--- src/rtl/text_cursor_ctrl.sv ---
// Byte-stream cursor controller for an 80x25 text screen.
// Owns cursor x/y and drives single-cycle character RAM writes.
module text_cursor_ctrl #(
  parameter int         COLS  = 80,
  parameter int         ROWS  = 25,
  parameter logic [7:0] BLANK = 8'h20
) (
  input  logic        clk,
  input  logic        reset,
  input  logic [7:0]  char_in,
  input  logic        char_valid,
  output logic        char_ready,
  output logic [6:0]  cur_x,
  output logic [4:0]  cur_y,
  output logic        wr_en,
  output logic [10:0] wr_addr,
  output logic [7:0]  wr_data,
  output logic        busy
);

  localparam logic [6:0]  X_MAX  = 7'(COLS - 1);
  localparam logic [4:0]  Y_MAX  = 5'(ROWS - 1);
  localparam logic [10:0] A_LAST = 11'(COLS * ROWS - 1);

  typedef enum logic [1:0] {
    IDLE,
    WRITE,
    CLEAR
  } state_t;

  state_t      state;
  logic [10:0] clr_cnt;
  logic [10:0] cur_addr;
  logic        accept;

  logic is_print;
  logic is_cr;
  logic is_lf;
  logic is_bs;
  logic is_left;
  logic is_right;
  logic is_up;
  logic is_down;
  logic is_ff;

  assign accept = char_valid && char_ready;

  assign cur_addr = 11'(cur_y) * 11'(COLS)
                  + 11'(cur_x);

  always_comb begin
    is_print = (char_in >= 8'h20)
            && (char_in <= 8'h7E);
    is_cr    = (char_in == 8'h0D);
    is_lf    = (char_in == 8'h0A);
    is_bs    = (char_in == 8'h08);
    is_left  = (char_in == 8'h11);
    is_right = (char_in == 8'h12);
    is_up    = (char_in == 8'h13);
    is_down  = (char_in == 8'h14);
    is_ff    = (char_in == 8'h0C);
  end

  always_ff @(posedge clk or posedge reset) begin
    if (reset) begin
      state      <= IDLE;
      cur_x      <= '0;
      cur_y      <= '0;
      wr_en      <= 1'b0;
      wr_addr    <= '0;
      wr_data    <= '0;
      busy       <= 1'b0;
      char_ready <= 1'b1;
      clr_cnt    <= '0;
    end else begin
      unique case (state)
        IDLE: begin
          if (accept) begin
            unique case (1'b1)
              is_print: begin
                wr_en      <= 1'b1;
                wr_addr    <= cur_addr;
                wr_data    <= char_in;
                char_ready <= 1'b0;
                state      <= WRITE;
                if (cur_x != X_MAX) begin
                  cur_x <= cur_x + 7'd1;
                end else begin
                  cur_x <= '0;
                  cur_y <= (cur_y == Y_MAX)
                         ? 5'd0 : cur_y + 5'd1;
                end
              end
              is_bs: begin
                if (cur_x != 7'd0) begin
                  cur_x      <= cur_x - 7'd1;
                  wr_en      <= 1'b1;
                  wr_addr    <= cur_addr - 11'd1;
                  wr_data    <= BLANK;
                  char_ready <= 1'b0;
                  state      <= WRITE;
                end
              end
              is_cr: cur_x <= '0;
              is_lf: begin
                cur_y <= (cur_y == Y_MAX)
                       ? 5'd0 : cur_y + 5'd1;
              end
              is_left: begin
                if (cur_x != 7'd0)
                  cur_x <= cur_x - 7'd1;
              end
              is_right: begin
                if (cur_x != X_MAX)
                  cur_x <= cur_x + 7'd1;
              end
              is_up: begin
                if (cur_y != 5'd0)
                  cur_y <= cur_y - 5'd1;
              end
              is_down: begin
                if (cur_y != Y_MAX)
                  cur_y <= cur_y + 5'd1;
              end
              // First blank goes out with the accept edge.
              is_ff: begin
                state      <= CLEAR;
                busy       <= 1'b1;
                char_ready <= 1'b0;
                clr_cnt    <= '0;
                wr_en      <= 1'b1;
                wr_addr    <= '0;
                wr_data    <= BLANK;
              end
              default: ;
            endcase
          end
        end
        WRITE: begin
          wr_en      <= 1'b0;
          char_ready <= 1'b1;
          state      <= IDLE;
        end
        CLEAR: begin
          if (clr_cnt == A_LAST) begin
            wr_en      <= 1'b0;
            busy       <= 1'b0;
            char_ready <= 1'b1;
            cur_x      <= '0;
            cur_y      <= '0;
            state      <= IDLE;
          end else begin
            clr_cnt <= clr_cnt + 11'd1;
            wr_addr <= clr_cnt + 11'd1;
          end
        end
        default: begin
          state      <= IDLE;
          wr_en      <= 1'b0;
          busy       <= 1'b0;
          char_ready <= 1'b1;
        end
      endcase
    end
  end

endmodule

--- config.mk ---
export PLATFORM = sky130hd
export DESIGN_NAME = text_cursor_ctrl
export DESIGN_NICKNAME = d
export VERILOG_FILES = /design/src/rtl/text_cursor_ctrl.sv
export SDC_FILE = /design/constraint.sdc
export NUM_CORES = 1
export LEC_CHECK = 0
export BUFFER_PORTS_ARGS = -buffer_cell sky130_fd_sc_hd__buf_2
export CELL_PAD_IN_SITES_DETAIL_PLACEMENT = 0
export CELL_PAD_IN_SITES_GLOBAL_PLACEMENT = 1
export CORE_MARGIN = 3
export CORE_UTILIZATION = 45
export CTS_BUF_LIST = sky130_fd_sc_hd__clkbuf_4
export DETAILED_ROUTE_END_ITERATION = 10
export PLACE_DENSITY = 0.84
export SYNTH_ARGS = -nofsm -noshare
export SYNTH_HDL_FRONTEND = slang
export SYNTH_SLANG_ARGS = --single-unit
--- constraint.sdc ---
create_clock -name clk -period 3.6 [get_ports clk]
set_clock_uncertainty 0.05 [all_clocks]
set_input_delay 0.72 -clock clk [delete_from_list [all_inputs] [get_ports clk]]
set_output_delay 0.72 -clock clk [all_outputs]
set_load 0.01 [all_outputs]
==> out/qor.log <==
INFO  layout         area_of_all_sequential_standard_cells=1177um^2
INFO  min_path       holdPathStages=2
INFO  sta            fin_tns_setup=0ps
INFO  die            placementRows=32
INFO  yosys          synthesis.yosys.warnings=0
INFO  detailed_routing drt-vias-per-instance=5.923
INFO  sta            final_period_minus_worst_setup_slack=3357ps
INFO  layout         nFillCells=767
INFO  global_route   grt_overflow=0
INFO  critical_path  critPathRequiredTime=3790ps
INFO  power          leakagePower=1.730nW
INFO  die            start_util=46.59%
INFO  yosys          post_synth_inst_count=434
INFO  yosys          synth_compound_gate_area_share=24.27%
INFO  sta            report.final.setup_viol=0
INFO  layout         num-nets-final=497
INFO  global_route   number_of_global_route_vias_before_repair=3089
INFO  critical_path  timing.rr.end=wr_addr[10]$_DFFE_PP0P_
INFO  sta            maxClockFrequency=297.9MHz
INFO  status         outcome=finished clean
INFO  placement      routabilityCongestion=0.8655
INFO  layout         num_antenna_cells=0
INFO  min_path       hold_path_class=flop to flop
INFO  sta            final_min_period_over_clock_period=93.24%
INFO  yosys          synth_top_family_by_area=compound AO/OA/AOI/OAI gates
INFO  cts            post_cts.repair.setup_buffers=0
INFO  yosys          synth_edf_count=0
INFO  power          pwr_density_cell=219.2nW/um^2
INFO  die            floorplan.die_area=9153um^2
INFO  placement      placement.cell_area=3862um^2
INFO  placement      dp_hpwl=7.005mm
INFO  critical_path  reg2reg_setup_slack=240ps
INFO  min_path       timing.hold.worst_endpoint=wr_data[3]$_DFFE_PP0P_
INFO  die            design.portCount=45
INFO  die            coreArea=7767um^2
INFO  yosys          synth-seq-area-share=32.54%
INFO  detailed_routing detail_route.drc_violations=0
INFO  critical_path  timing.critical_path.from_type=flop
INFO  critical_path  r2r_cells=11
INFO  critical_path  worstPathMaxFanout=9
INFO  detailed_routing detail-route-antenna-nets=0
INFO  yosys          synth-seq-cells=47
INFO  yosys          mappedNetlistArea=3618um^2
INFO  detailed_routing drt_first_iter_violations=232
INFO  cts            clk_path_buf_depth=2
INFO  yosys          ys_types=73
INFO  yosys          synthMuxAreaShare=1.833%
INFO  cts            clock_latency=380ps
INFO  cts            cts-resized-gates=0
INFO  layout         layout.cell_area.non_filler=3920um^2
INFO  global_route   grt_first_pass_wirelength=15.70mm
INFO  sta            slew_headroom=31.40%
INFO  yosys          synthAdderAreaFrac=6.639%
INFO  yosys          ys_async_sr_fraction=100.0%
INFO  layout         drive_gt1_share=17.06%
INFO  cts            cts_tree=done
INFO  global_route   grt.met2_usage=33.53%
INFO  power          peakVddDrop=123.9uV
INFO  layout         multiInputGateArea=2228um^2
INFO  sta            slew_violations=0
INFO  cts            cts.clk_slew.worst_paths=140ps
INFO  sta            worst_pin_slew=1028ps
INFO  layout         area_growth_syn_to_layout=8.333%
INFO  global_route   gr-usage-met1=31.71%
INFO  die            fp.dieH=95.67um
INFO  cts            cts_inserted_buffers=5
INFO  sta            hold_slack=445.9ps
INFO  critical_path  worst-endpoint-arrival=3550ps
INFO  yosys          synth_simple_gate_area_share=24.00%
INFO  sta            grt_setup_unrepaired=false
INFO  layout         final_cell_mix=sky130_fd_sc_hd__nand2_1, sky130_fd_sc_hd__o21ai_0, sky130_fd_sc_hd__dfrtp_1, sky130_fd_sc_hd__buf_2, sky130_fd_sc_hd__nor2_1
INFO  die            floorplan.die.width=95.67um
INFO  detailed_routing dr.pass1.iters=6
INFO  sta            final_hold_violating_endpoints=0
INFO  cts            numClockSinks=47
INFO  min_path       worstHoldStart=wr_data[3]$_DFFE_PP0P_
INFO  yosys          synthXorXnorAreaFrac=4.841%
INFO  placement      place_inst=563
INFO  layout         final_common_cell=sky130_fd_sc_hd__nand2_1
INFO  detailed_routing route.vias.total=3382
INFO  placement      portBuffers=44
INFO  detailed_routing detail_route.wl_per_cell=16.96um
INFO  global_route   met3_usage=3.946%
INFO  job            number_of_max_capacitance_violations_reported=0
INFO  layout         fin_cells=571
INFO  yosys          synth.net_count=463
INFO  yosys          post_synth.cell_area_avg=8.337um^2
INFO  cts            library_cell_used_as_clock_root_buffer=sky130_fd_sc_hd__clkbuf_4
INFO  global_route   busiest_layer=met2
INFO  cts            cts-hold-fix-buffers=0
INFO  yosys          synth-main-ff-cell=sky130_fd_sc_hd__dfrtp_1
INFO  cts            htree_levels=2
INFO  global_route   grt_util_all_layers=21.91%
INFO  critical_path  timing.critical_path.to_type=flop
INFO  critical_path  timing.rr.start=cur_y[3]$_DFFE_PP0P_
INFO  global_route   pin_count_of_the_biggest_net_entering_global_routing=48
INFO  detailed_routing finalWirelength=9.684mm
INFO  critical_path  start_to_end_type_of_the_worst_setup_path=flop to flop
INFO  global_route   antenna_found_initial=0
## where the power goes
part	switching [mW]	total [mW]	internal (mW)	leakage (nW)
Combinational	0.0416	0.0588	0.0172	1.09
Clock	0.181	0.272	0.0917	0.0361
Sequential	0	0.528	0.528	0.601
## critical path, cell delays in order (launching register included)
cell and delay [ps]:
sky130_fd_sc_hd__dfrtp_1 500, sky130_fd_sc_hd__ha_1 330, sky130_fd_sc_hd__ha_1 170, sky130_fd_sc_hd__inv_1 60, sky130_fd_sc_hd__fa_1 530, sky130_fd_sc_hd__and3b_1 200, sky130_fd_sc_hd__a32oi_1 190, sky130_fd_sc_hd__xnor2_1 210
sky130_fd_sc_hd__and4b_1 260, sky130_fd_sc_hd__xor2_1 150, sky130_fd_sc_hd__a221oi_1 450, sky130_fd_sc_hd__mux2i_1 140
## how the worst max path moves through the flow
stage | start | endpoint | slack (ps) | cells after the start
finish | cur_y[3]$_DFFE_PP0P_ | wr_addr[10]$_DFFE_PP0P_ | 240 | 11
global route | cur_y[3]$_DFFE_PP0P_ | wr_addr[10]$_DFFE_PP0P_ | 30 | 11
CTS | cur_y[3]$_DFFE_PP0P_ | wr_addr[10]$_DFFE_PP0P_ | 320 | 11
detailed placement | cur_y[3]$_DFFE_PP0P_ | wr_addr[10]$_DFFE_PP0P_ | 350 | 11
global placement | cur_y[3]$_DFFE_PP0P_ | wr_addr[10]$_DFFE_PP0P_ | 450 | 11
floorplan | cur_y[3]$_DFFE_PP0P_ | wr_addr[10]$_DFFE_PP0P_ | 720 | 11
## layout make-up
cell class | instances | area share, %
Tap cell | 102 | 3.256
Timing Repair Buffer | 50 | 6.767
Multi-Input combinational cell | 347 | 56.85
Clock buffer | 7 | 1.341
Clock inverter | 1 | 0.1277
Inverter | 17 | 1.628
Sequential cell | 47 | 30.04
## per-layer routing
layer  vias to the layer above  part of all wire (%)
met5                         -                     0
li1                       1652                     -
met4                         0                   1.7
met1                      1585                    48
met2                       129                    44
met3                        16                   5.8
## flip-flops by register name, summed over array words and instances (netlist names)
signal and cells:
wr_data 8, cur_y 5, busy 1, clr_cnt 11, char_ready 1, state 2, cur_x 7, wr_en 1
wr_addr 11
## logic make-up (layout without fill, tap and decap cells)
logic type               count (synthesis)  in the layout
AND/OR/NAND/NOR                        166            166
multiplexers                             6              6
buffers and inverters                   40             75
adder cells (fa/ha/maj)                 18             18
XOR/XNOR                                20             20
flip-flops                              47             47
AO/OA/AOI/OAI                          137            137
## through the flow
step	total power, mW	util (%)	setup WS [ps]
global placement	0.5959	49.73	448.6
global route	0.8920	50.47	26.84
floorplan	0.5794	-	720.4
finish	0.8591	50.47	243.4
detailed placement	0.5967	49.73	345.5
CTS	0.8666	50.47	319.3
## synth_stat cells, types with 8 or more instances
library cell / n / area (um^2)
sky130_fd_sc_hd__dfrtp_1: 46 / 1151
sky130_fd_sc_hd__nand2_1: 48 / 180.2
sky130_fd_sc_hd__o31ai_1: 12 / 90.09
sky130_fd_sc_hd__a21oi_1: 25 / 125.1
sky130_fd_sc_hd__nand3_1: 13 / 65.06
sky130_fd_sc_hd__and3_1: 8 / 50.05
sky130_fd_sc_hd__nor3_1: 11 / 55.05
sky130_fd_sc_hd__nor2_1: 39 / 146.4
sky130_fd_sc_hd__ha_1: 16 / 200.2
sky130_fd_sc_hd__clkbuf_1: 16 / 60.06
sky130_fd_sc_hd__o21ai_0: 47 / 235.2
sky130_fd_sc_hd__xnor2_1: 15 / 131.4
sky130_fd_sc_hd__inv_1: 17 / 63.81
(Power assumes the default switching activity.)
